$ cat src/rtl/alu181_nibble_seq_if.sv
// Requester-side bus of alu181_nibble_seq: start/ready/done handshake,
// operation select, operands and the assembled result.
interface alu181_nibble_seq_if #(
    parameter int unsigned WIDTH = 16
);
    logic             start;
    logic [3:0]       op_s;
    logic             op_m;
    logic             cin;
    logic [WIDTH-1:0] a;
    logic [WIDTH-1:0] b;
    logic             ready;
    logic             done;
    logic [WIDTH-1:0] result;
    logic             cout;
    logic             all_eq;

    modport master (
        output start, op_s, op_m, cin, a, b,
        input  ready, done, result, cout, all_eq
    );

    modport slave (
        input  start, op_s, op_m, cin, a, b,
        output ready, done, result, cout, all_eq
    );
endinterface

$ cat src/rtl/alu181_nibble_seq.sv
// WIDTH-bit ALU operation sequenced nibble-by-nibble through one external 74181
// slice, LSB nibble first. Define ALU_SEQ_EQ_EN to enable the all_eq accumulator.
module alu181_nibble_seq #(
    parameter int unsigned WIDTH = 16
) (
    input  logic                clk,
    input  logic                rst_n,
    alu181_nibble_seq_if.slave  req,
    output logic [3:0]          alu_a,
    output logic [3:0]          alu_b,
    output logic [3:0]          alu_s,
    output logic                alu_m,
    output logic                alu_cn,
    input  logic [3:0]          alu_f,
    input  logic                alu_cn4,
    input  logic                alu_eq
);
    localparam int unsigned NIBBLES = WIDTH / 4;
    localparam int unsigned IDX_W   = (NIBBLES > 1) ? $clog2(NIBBLES) : 1;
    localparam logic [IDX_W-1:0] LAST_IDX = IDX_W'(NIBBLES - 1);

    typedef enum logic [1:0] {
        IDLE = 2'd0,
        RUN  = 2'd1,
        DONE = 2'd2
    } state_t;

    state_t           state;
    logic [IDX_W-1:0] idx;
    logic [IDX_W+1:0] off;
    logic             carry_q;
    logic [WIDTH-1:0] a_q;
    logic [WIDTH-1:0] b_q;
    logic [3:0]       s_q;
    logic             m_q;

    assign off = {idx, 2'b00};

    // Sequencer: accept, walk the nibbles rippling the slice carry, report.
    always_ff @(posedge clk or negedge rst_n) begin
        if (!rst_n) begin
            state      <= IDLE;
            idx        <= '0;
            carry_q    <= 1'b1;
            a_q        <= '0;
            b_q        <= '0;
            s_q        <= '0;
            m_q        <= 1'b0;
            req.ready  <= 1'b1;
            req.done   <= 1'b0;
            req.result <= '0;
            req.cout   <= 1'b1;
        end else begin
            case (state)
                IDLE: begin
                    if (req.start) begin
                        a_q       <= req.a;
                        b_q       <= req.b;
                        s_q       <= req.op_s;
                        m_q       <= req.op_m;
                        carry_q   <= req.cin;
                        idx       <= '0;
                        req.ready <= 1'b0;
                        state     <= RUN;
                    end
                end
                RUN: begin
                    req.result[off +: 4] <= alu_f;
                    carry_q              <= alu_cn4;
                    if (idx == LAST_IDX) begin
                        idx      <= '0;
                        req.done <= 1'b1;
                        req.cout <= alu_cn4;
                        state    <= DONE;
                    end else begin
                        idx <= idx + IDX_W'(1);
                    end
                end
                DONE: begin
                    req.done  <= 1'b0;
                    req.ready <= 1'b1;
                    state     <= IDLE;
                end
                default: begin
                    state <= IDLE;
                end
            endcase
        end
    end

`ifdef ALU_SEQ_EQ_EN
    logic eq_acc;

    // Equality accumulates across nibbles; published together with done.
    always_ff @(posedge clk or negedge rst_n) begin
        if (!rst_n) begin
            eq_acc     <= 1'b1;
            req.all_eq <= 1'b0;
        end else begin
            case (state)
                IDLE: begin
                    if (req.start) begin
                        eq_acc <= 1'b1;
                    end
                end
                RUN: begin
                    eq_acc <= eq_acc & alu_eq;
                    if (idx == LAST_IDX) begin
                        req.all_eq <= eq_acc & alu_eq;
                    end
                end
                default: begin
                end
            endcase
        end
    end
`else
    logic unused_eq;

    assign unused_eq  = alu_eq;
    assign req.all_eq = 1'b0;
`endif

    // Slice drive: current nibble while running, quiescent values otherwise.
    always_comb begin
        alu_a  = 4'h0;
        alu_b  = 4'h0;
        alu_s  = 4'h0;
        alu_m  = 1'b0;
        alu_cn = 1'b1;
        if (state == RUN) begin
            alu_a  = a_q[off +: 4];
            alu_b  = b_q[off +: 4];
            alu_s  = s_q;
            alu_m  = m_q;
            alu_cn = carry_q;
        end
    end
endmodule

$ cat src/flat_wrapper.sv
// flat-port wrapper written by rule: the top's interface ports become plain ports
module alu181_nibble_seq_flat 
#(
    parameter int unsigned WIDTH = 16
)
  (clk, rst_n, alu_a, alu_b, alu_s, alu_m, alu_cn, alu_f, alu_cn4, alu_eq, req_start, req_op_s, req_op_m, req_cin, req_a, req_b, req_ready, req_done, req_result, req_cout, req_all_eq);
  alu181_nibble_seq_if #(.WIDTH(WIDTH)) req_i ();
  input  logic clk;
  input  logic rst_n;
  output logic [3:0] alu_a;
  output logic [3:0] alu_b;
  output logic [3:0] alu_s;
  output logic alu_m;
  output logic alu_cn;
  input  logic [3:0] alu_f;
  input  logic alu_cn4;
  input  logic alu_eq;
  input wire logic [$bits(req_i.start)-1:0] req_start;
  input wire logic [$bits(req_i.op_s)-1:0] req_op_s;
  input wire logic [$bits(req_i.op_m)-1:0] req_op_m;
  input wire logic [$bits(req_i.cin)-1:0] req_cin;
  input wire logic [$bits(req_i.a)-1:0] req_a;
  input wire logic [$bits(req_i.b)-1:0] req_b;
  output wire logic [$bits(req_i.ready)-1:0] req_ready;
  output wire logic [$bits(req_i.done)-1:0] req_done;
  output wire logic [$bits(req_i.result)-1:0] req_result;
  output wire logic [$bits(req_i.cout)-1:0] req_cout;
  output wire logic [$bits(req_i.all_eq)-1:0] req_all_eq;
  assign req_i.start = req_start;
  assign req_i.op_s = req_op_s;
  assign req_i.op_m = req_op_m;
  assign req_i.cin = req_cin;
  assign req_i.a = req_a;
  assign req_i.b = req_b;
  assign req_ready = req_i.ready;
  assign req_done = req_i.done;
  assign req_result = req_i.result;
  assign req_cout = req_i.cout;
  assign req_all_eq = req_i.all_eq;
  alu181_nibble_seq #(.WIDTH(WIDTH)) u_core (.clk(clk), .rst_n(rst_n), .req(req_i), .alu_a(alu_a), .alu_b(alu_b), .alu_s(alu_s), .alu_m(alu_m), .alu_cn(alu_cn), .alu_f(alu_f), .alu_cn4(alu_cn4), .alu_eq(alu_eq));
endmodule
$ cat config.mk
export PLATFORM = sky130hd
export DESIGN_NAME = alu181_nibble_seq_flat
export DESIGN_NICKNAME = d
export VERILOG_FILES = /design/src/rtl/alu181_nibble_seq_if.sv /design/src/rtl/alu181_nibble_seq.sv /design/src/flat_wrapper.sv
export SDC_FILE = /design/constraint.sdc
export NUM_CORES = 1
export LEC_CHECK = 0
export CAP_MARGIN = 10
export CORE_UTILIZATION = 48
export DETAILED_ROUTE_END_ITERATION = 10
export PLACE_DENSITY = 0.9
export SYNTH_ARGS = -nofsm -noshare
export SYNTH_HDL_FRONTEND = slang
export SYNTH_SLANG_ARGS = --single-unit
$ cat constraint.sdc
create_clock -name clk -period 2.4 [get_ports clk]
set_input_delay 0.48 -clock clk [delete_from_list [all_inputs] [get_ports clk]]
set_output_delay 0.48 -clock clk [all_outputs]
set_load 0.02 [all_outputs]
* After elaboration in Yosys (flattened, before gate mapping)
Index checks and enable logic that the tools add are counted.
** Operators by class
- Equal/unequal tests :: 5
- Divide/modulo/power cells :: 0
- Multiplexer cells :: 18
- Reductions and logical operators :: 10
- $lt $le $gt $ge :: 0
- Bitwise gates (word level) :: 0
- Shifts and indexed selects :: 4
- Multiply operators :: 0
- Add/subtract/negate cells :: 2
** Operators by type and width (number)
- 16-bit by 5-bit indexed part select with 4-bit output :: 2
- 16-bit bitwise mux :: 1
- 4-bit by 6-bit variable shift with 16-bit output (first input constant) :: 1
- 4-bit by 6-bit indexed part select with 16-bit output :: 1
- 4-bit 2-to-1 mux :: 3
- 2-bit AND reduction :: 6
- 2-bit 2-to-1 mux :: 4
- 2-bit one-hot mux with 2 select lines :: 2
- 4-bit negator with 6-bit output :: 1
- 1-bit one-hot mux with 2 select lines :: 3
- 2-bit nonzero test :: 3
- 1-bit 2-to-1 mux :: 5
- 2-bit equality test (second input constant) :: 2
- 2-bit by 1-bit adder with 2-bit output (second input constant) :: 1
- 2-bit by 1-bit equality test with 1-bit output (second input constant) :: 1
- 2-bit logical NOT :: 1
- 2-bit by 1-bit != test with 1-bit output (second input constant) :: 1
- 2-bit != test (second input constant) :: 1
** Storage, ports and cells
- Word-level logic and storage cells :: 50
- Input bits :: 47
- Register bits :: 61
- Memory bits (read-only) :: 0
- Latch bits :: 0
- Bits in writable memories :: 0
- Memories :: 0

* Logic depth before layout (Yosys ltp)
Gate-level depths: netlist of run 1.
- Depth after elaboration :: 3
- Mapped depth :: 8

* Worst setup path after synthesis of run 1
Ideal clock, no wire load.
- Kind :: flip-flop to flip-flop
- Start :: register u_core.idx[1]
- End :: register u_core.req.result[10]
- Data arrival time :: 1.873 ns
- Path buffers :: 2
- Stages on the path, launching flop included :: 8
- Required time :: 2.317 ns
- Setup slack :: 0.443 ns
- Setup time :: 0.083 ns
- Period minus slack after synthesis :: 1.957 ns
- Cell sequence :: dfrtp_1 -> buf_2 -> buf_2 -> inv_1 -> ha_1 -> nor4b_2 -> nand2_1 -> o21ai_0
** Between the ends
- Word-level cells in the longest chain between the ends :: 3
- Elaborated cells on any way between the ends :: 4
- Classes of those cells :: add/sub (1); shift (2); mux (1)
** RTL lines
- start: declaration :: line alu181_nibble_seq.sv:29 : logic [IDX_W-1:0] idx;
- start signal: assignment :: line alu181_nibble_seq.sv:76 : idx <= idx + IDX_W'(1);
- 4-bit negator with 6-bit output * :: line alu181_nibble_seq.sv:68 : req.result[off +: 4] <= alu_f;
- 4-bit by 6-bit indexed part select with 16-bit output or 4-bit by 6-bit variable shift with 16-bit output (tied branches) :: line alu181_nibble_seq.sv:68
- 16-bit bitwise mux * :: line alu181_nibble_seq.sv:68
- end signal: indexed assignment :: line alu181_nibble_seq.sv:68
- end: declaration :: line alu181_nibble_seq_if.sv:25 : output ready, done, result, cout, all_eq
Every way passes the cells marked *; elsewhere a longest branch is shown, timed or not.
A chain may end at the register's enable or synchronous reset.

* Final worst setup path of run 1
- Start :: register u_core.state[1]
- End :: output port alu_cn
** Between the ends
- Word-level cells in the longest chain between the ends :: 2
** RTL lines
- start: declaration :: line alu181_nibble_seq.sv:28 : state_t state;
- start signal: assignment :: line alu181_nibble_seq.sv:42 : state <= IDLE;
- start signal: assignment :: line alu181_nibble_seq.sv:64 : state <= RUN;
- start signal: assignment :: line alu181_nibble_seq.sv:74 : state <= DONE;
- 2-bit by 1-bit equality test with 1-bit output :: line alu181_nibble_seq.sv:131 : if (state == RUN) begin
- 1-bit 2-to-1 mux :: line alu181_nibble_seq.sv:131
- end: declaration :: line flat_wrapper.sv:14 : output logic alu_cn;
Every way passes these cells.

==> results of run 1 <==
## sequential cells by signal (all words and copies together), names as in the netlist
register and count:
u_core.req.result 16, u_core.s_q 4, u_core.req.done 1, u_core.state 2, u_core.m_q 1, u_core.carry_q 1
u_core.a_q 16, u_core.b_q 16, u_core.req.ready 1, u_core.req.cout 1, u_core.idx 2
## final cells by class
type / instances / area, um^2 / area share
clock buffer: 10 / 138 / 0.0349
clock inverter: 6 / 62.6 / 0.0159
inverter: 3 / 11.3 / 0.00285
multi-input combinational: 149 / 1220 / 0.309
sequential: 61 / 1530 / 0.388
tap: 72 / 90.1 / 0.0228
timing repair buffer: 87 / 896 / 0.227
## synthesized netlist by cell type
master,number
nor2b_1,1
nand2b_2,1
and2_4,1
nand2b_1,2
conb_1,1
mux2i_1,16
dfrtp_1,58
mux2_4,1
mux2_1,30
o21ai_1,4
o41ai_1,2
a32oi_1,1
and2_1,5
nor2_8,1
nor4b_2,1
o21ai_0,7
a22o_1,1
o31ai_1,3
inv_1,2
o2bb2ai_1,4
a21o_1,1
ha_1,6
nand2_1,30
nand3b_1,2
o22ai_1,9
nor4bb_2,1
buf_2,3
buf_4,2
clkbuf_1,2
nand3_1,4
nor2_1,4
mux2_2,7
nand4_1,1
inv_2,1
dfstp_2,3
nand3b_4,2
buf_6,5
## repair_timing
item                       4_1_cts  5_1_grt
hold buffers                     0        0
resized for setup               11        5
setup endpoints to repair       10        5
## path summary, 6_finish.rpt
kind / to / start / slack, ps
max in group asynchronous: u_core.req.ready / rst_n / 1930
min reg2reg: u_core.s_q[2] / u_core.s_q[2] / 480
min in group clk: u_core.s_q[2] / u_core.s_q[2] / 480
min: u_core.req.result[12] / rst_n / 130
max reg2reg: u_core.req.result[10] / u_core.idx[1] / 520
max: alu_cn / u_core.state[1] / 180
## layout by cell type, fill, tap and decap left out, drive strengths merged, types with 2 or more instances in the layout
master         netlist  final
clkinv               0      2
nand3                4      4
o41ai                2      2
nand2b               3      3
nand3b               4      4
ha                   6      6
dlymetal6s2s         0      5
clkinvlp             0      3
clkdlybuf4s50        0     64
o31ai                3      3
mux2i               16     16
buf                 10     10
inv                  3      3
and2                 6      6
dfstp                3      3
dlygate4sd2          0      8
nand2               30     30
mux2                38     38
clkbuf               2     10
o21ai               11     11
o2bb2ai              4      4
o22ai                9      9
nor2                 5      5
dfrtp               58     58
## where the power goes
group          internal, W  switching (W)  total [W]  leakage [nW]
Sequential         0.00155       0.000263    0.00181         0.744
Clock             0.000503       0.000406   0.000909        0.0943
Combinational      0.00129        0.00140    0.00270         0.914
Total              0.00334        0.00207    0.00541          1.75
## cells by family (layout without fill, tap and decap cells)
| group | after synthesis | count (layout) | share of synthesized area |
|---|---|---|---|
| flops | 61 | 61 | 0.538 |
| other cells | 1 | 1 | 0.00132 |
| mux | 54 | 54 | 0.208 |
| buf+inv | 15 | 106 | 0.0369 |
| compound gates | 32 | 32 | 0.0743 |
| simple gates | 56 | 56 | 0.115 |
| fa+ha+maj | 6 | 6 | 0.0264 |
## critical path, cell delays in order, from the launching register on
cell             delay [ps]
dfrtp_1                 400
nor2b_2                 200
buf_4                   210
nand2b_1                 60
clkdlybuf4s50_1         530
## metrics by stage
step	hold WS (ps)	instance area (um^2)	power, W
after floorplan	184	2850	0.00351
after detailed placement	466	3730	0.00462
after global placement	459	3730	0.00449
after global routing	163	3950	0.00576
final	135	3950	0.00541
after CTS	154	3930	0.00548
## per-layer routing
layer | GRT usage | share of wire | wire length (um) | vias up
li1 | - | - | - | 969
met1 | 0.261 | 0.42 | 2560 | 1003
met2 | 0.354 | 0.50 | 3000 | 76
met3 | 0.0598 | 0.055 | 330 | 17
met4 | 0.122 | 0.027 | 162 | 0
met5 | 0 | 0 | 0 | -
==> flow_summary.ini, run 1 <==
[status]
status = finished, final reports clean

[layout]
fillers = 431
syn_to_final_growth_pct = 38.7
fin_util = 0.703
drive_gt1_frac = 0.152
diodes = 0
final_nets = 364
instances_no_fill = 388

[synthesis]
ys_seq_area_frac = 0.538
synthesis.area_um2 = 2850
yosys.area.top_type = dfrtp_1
syn_area_per_cell_um2 = 12.6
synth_cells = 225
synth_fp_nets = 278
netlist_top_cells_area = dfrtp_1 51%, mux2_1 12%, mux2i_1 5.6%
yosysWarnings = 0
synth-seq-cells = 61
yosysUniqueCellTypes = 37
yosysTopAreaCellShare = 0.510

[clock_network]
clock-root-buffer = clkbuf_8
htreeDepth = 3
cts.clk_slew.worst_paths_ps = 70
insertion_delay_ps = 340
post_cts_buffers = 0
numCtsBuffers = 9
cts_sinks = 61
clockBufferDepth = 2
cts_tree = built

[setup_path]
path_class = register to primary output
cp_max_fo = 9
required_ps = 1920
ff2ff_path_depth = 6
worst_setup_path_end_kind = primary output
arrival_ps = 1740
start_kind = register

[timing]
skew_ps = 3.26
period_share = 0.926
fin_ws_ps = 178
final-hold-violation-count = 0
finalSetupTns_ps = 0
fmax_mhz = 450
setup_viol = 0
final.min_clock_period_ps = 2220
drv_slew = 0
rsz0062_at_grt = false

[flow_run]
maxCapViolations = 0

[placement]
dp_slack_ps = 143
dp_cells = 372
numPortBuffers = 78
place_congestion = 0.750
hpwlAfterDp_mm = 4.37

[grt]
grt_first_pass_wirelength_mm = 10.1
grt_usage = 0.218
overflow = 0
grt_pass1_vias = 2149
grt_start_max_net_pins = 62
antenna_found_initial = 0

[route]
via_per_inst = 5.32
drt-pass1-iter-count = 4
routed_wirelength_mm = 6.05
drc = 0
vias = 2065
drt_iter0_markers = 91
routedWlPerCell_um = 15.6
antenna_left = 0

[die]
rows = 27
die-area_um2 = 6240
io_pins = 81
die_h_um = 79.0
coreArea_um2 = 5610
initial_utilization = 0.507
die_w_um = 79.0

[power]
vdd_drop_max_uv = 877
power.leakage_nw = 1.75
p_per_area_nw_per_um2 = 1370

[worst_hold_path]
hold_path_class = primary input to async pin
No activity file was read; power rests on OpenSTA's default activity.
==> run 2: changes to the inputs <==
--- a/config.mk
+++ b/config.mk
@@ -7,6 +7,7 @@
 export LEC_CHECK = 0
 export CAP_MARGIN = 10
 export CORE_UTILIZATION = 48
+export CTS_CLUSTER_SIZE = 28
 export DETAILED_ROUTE_END_ITERATION = 10
 export PLACE_DENSITY = 0.9
 export SYNTH_ARGS = -nofsm -noshare
==> results of run 2 <==
Same layout as run 1: the final DEF is identical, and so are final timing and power.
==> run 3: changes to the inputs <==
--- a/config.mk
+++ b/config.mk
@@ -10,6 +10,7 @@
 export CTS_CLUSTER_SIZE = 28
 export DETAILED_ROUTE_END_ITERATION = 10
 export PLACE_DENSITY = 0.9
+export SLEW_MARGIN = 20
 export SYNTH_ARGS = -nofsm -noshare
 export SYNTH_HDL_FRONTEND = slang
 export SYNTH_SLANG_ARGS = --single-unit
==> results of run 3 <==
Same layout as run 1: the final DEF is identical, and so are final timing and power.
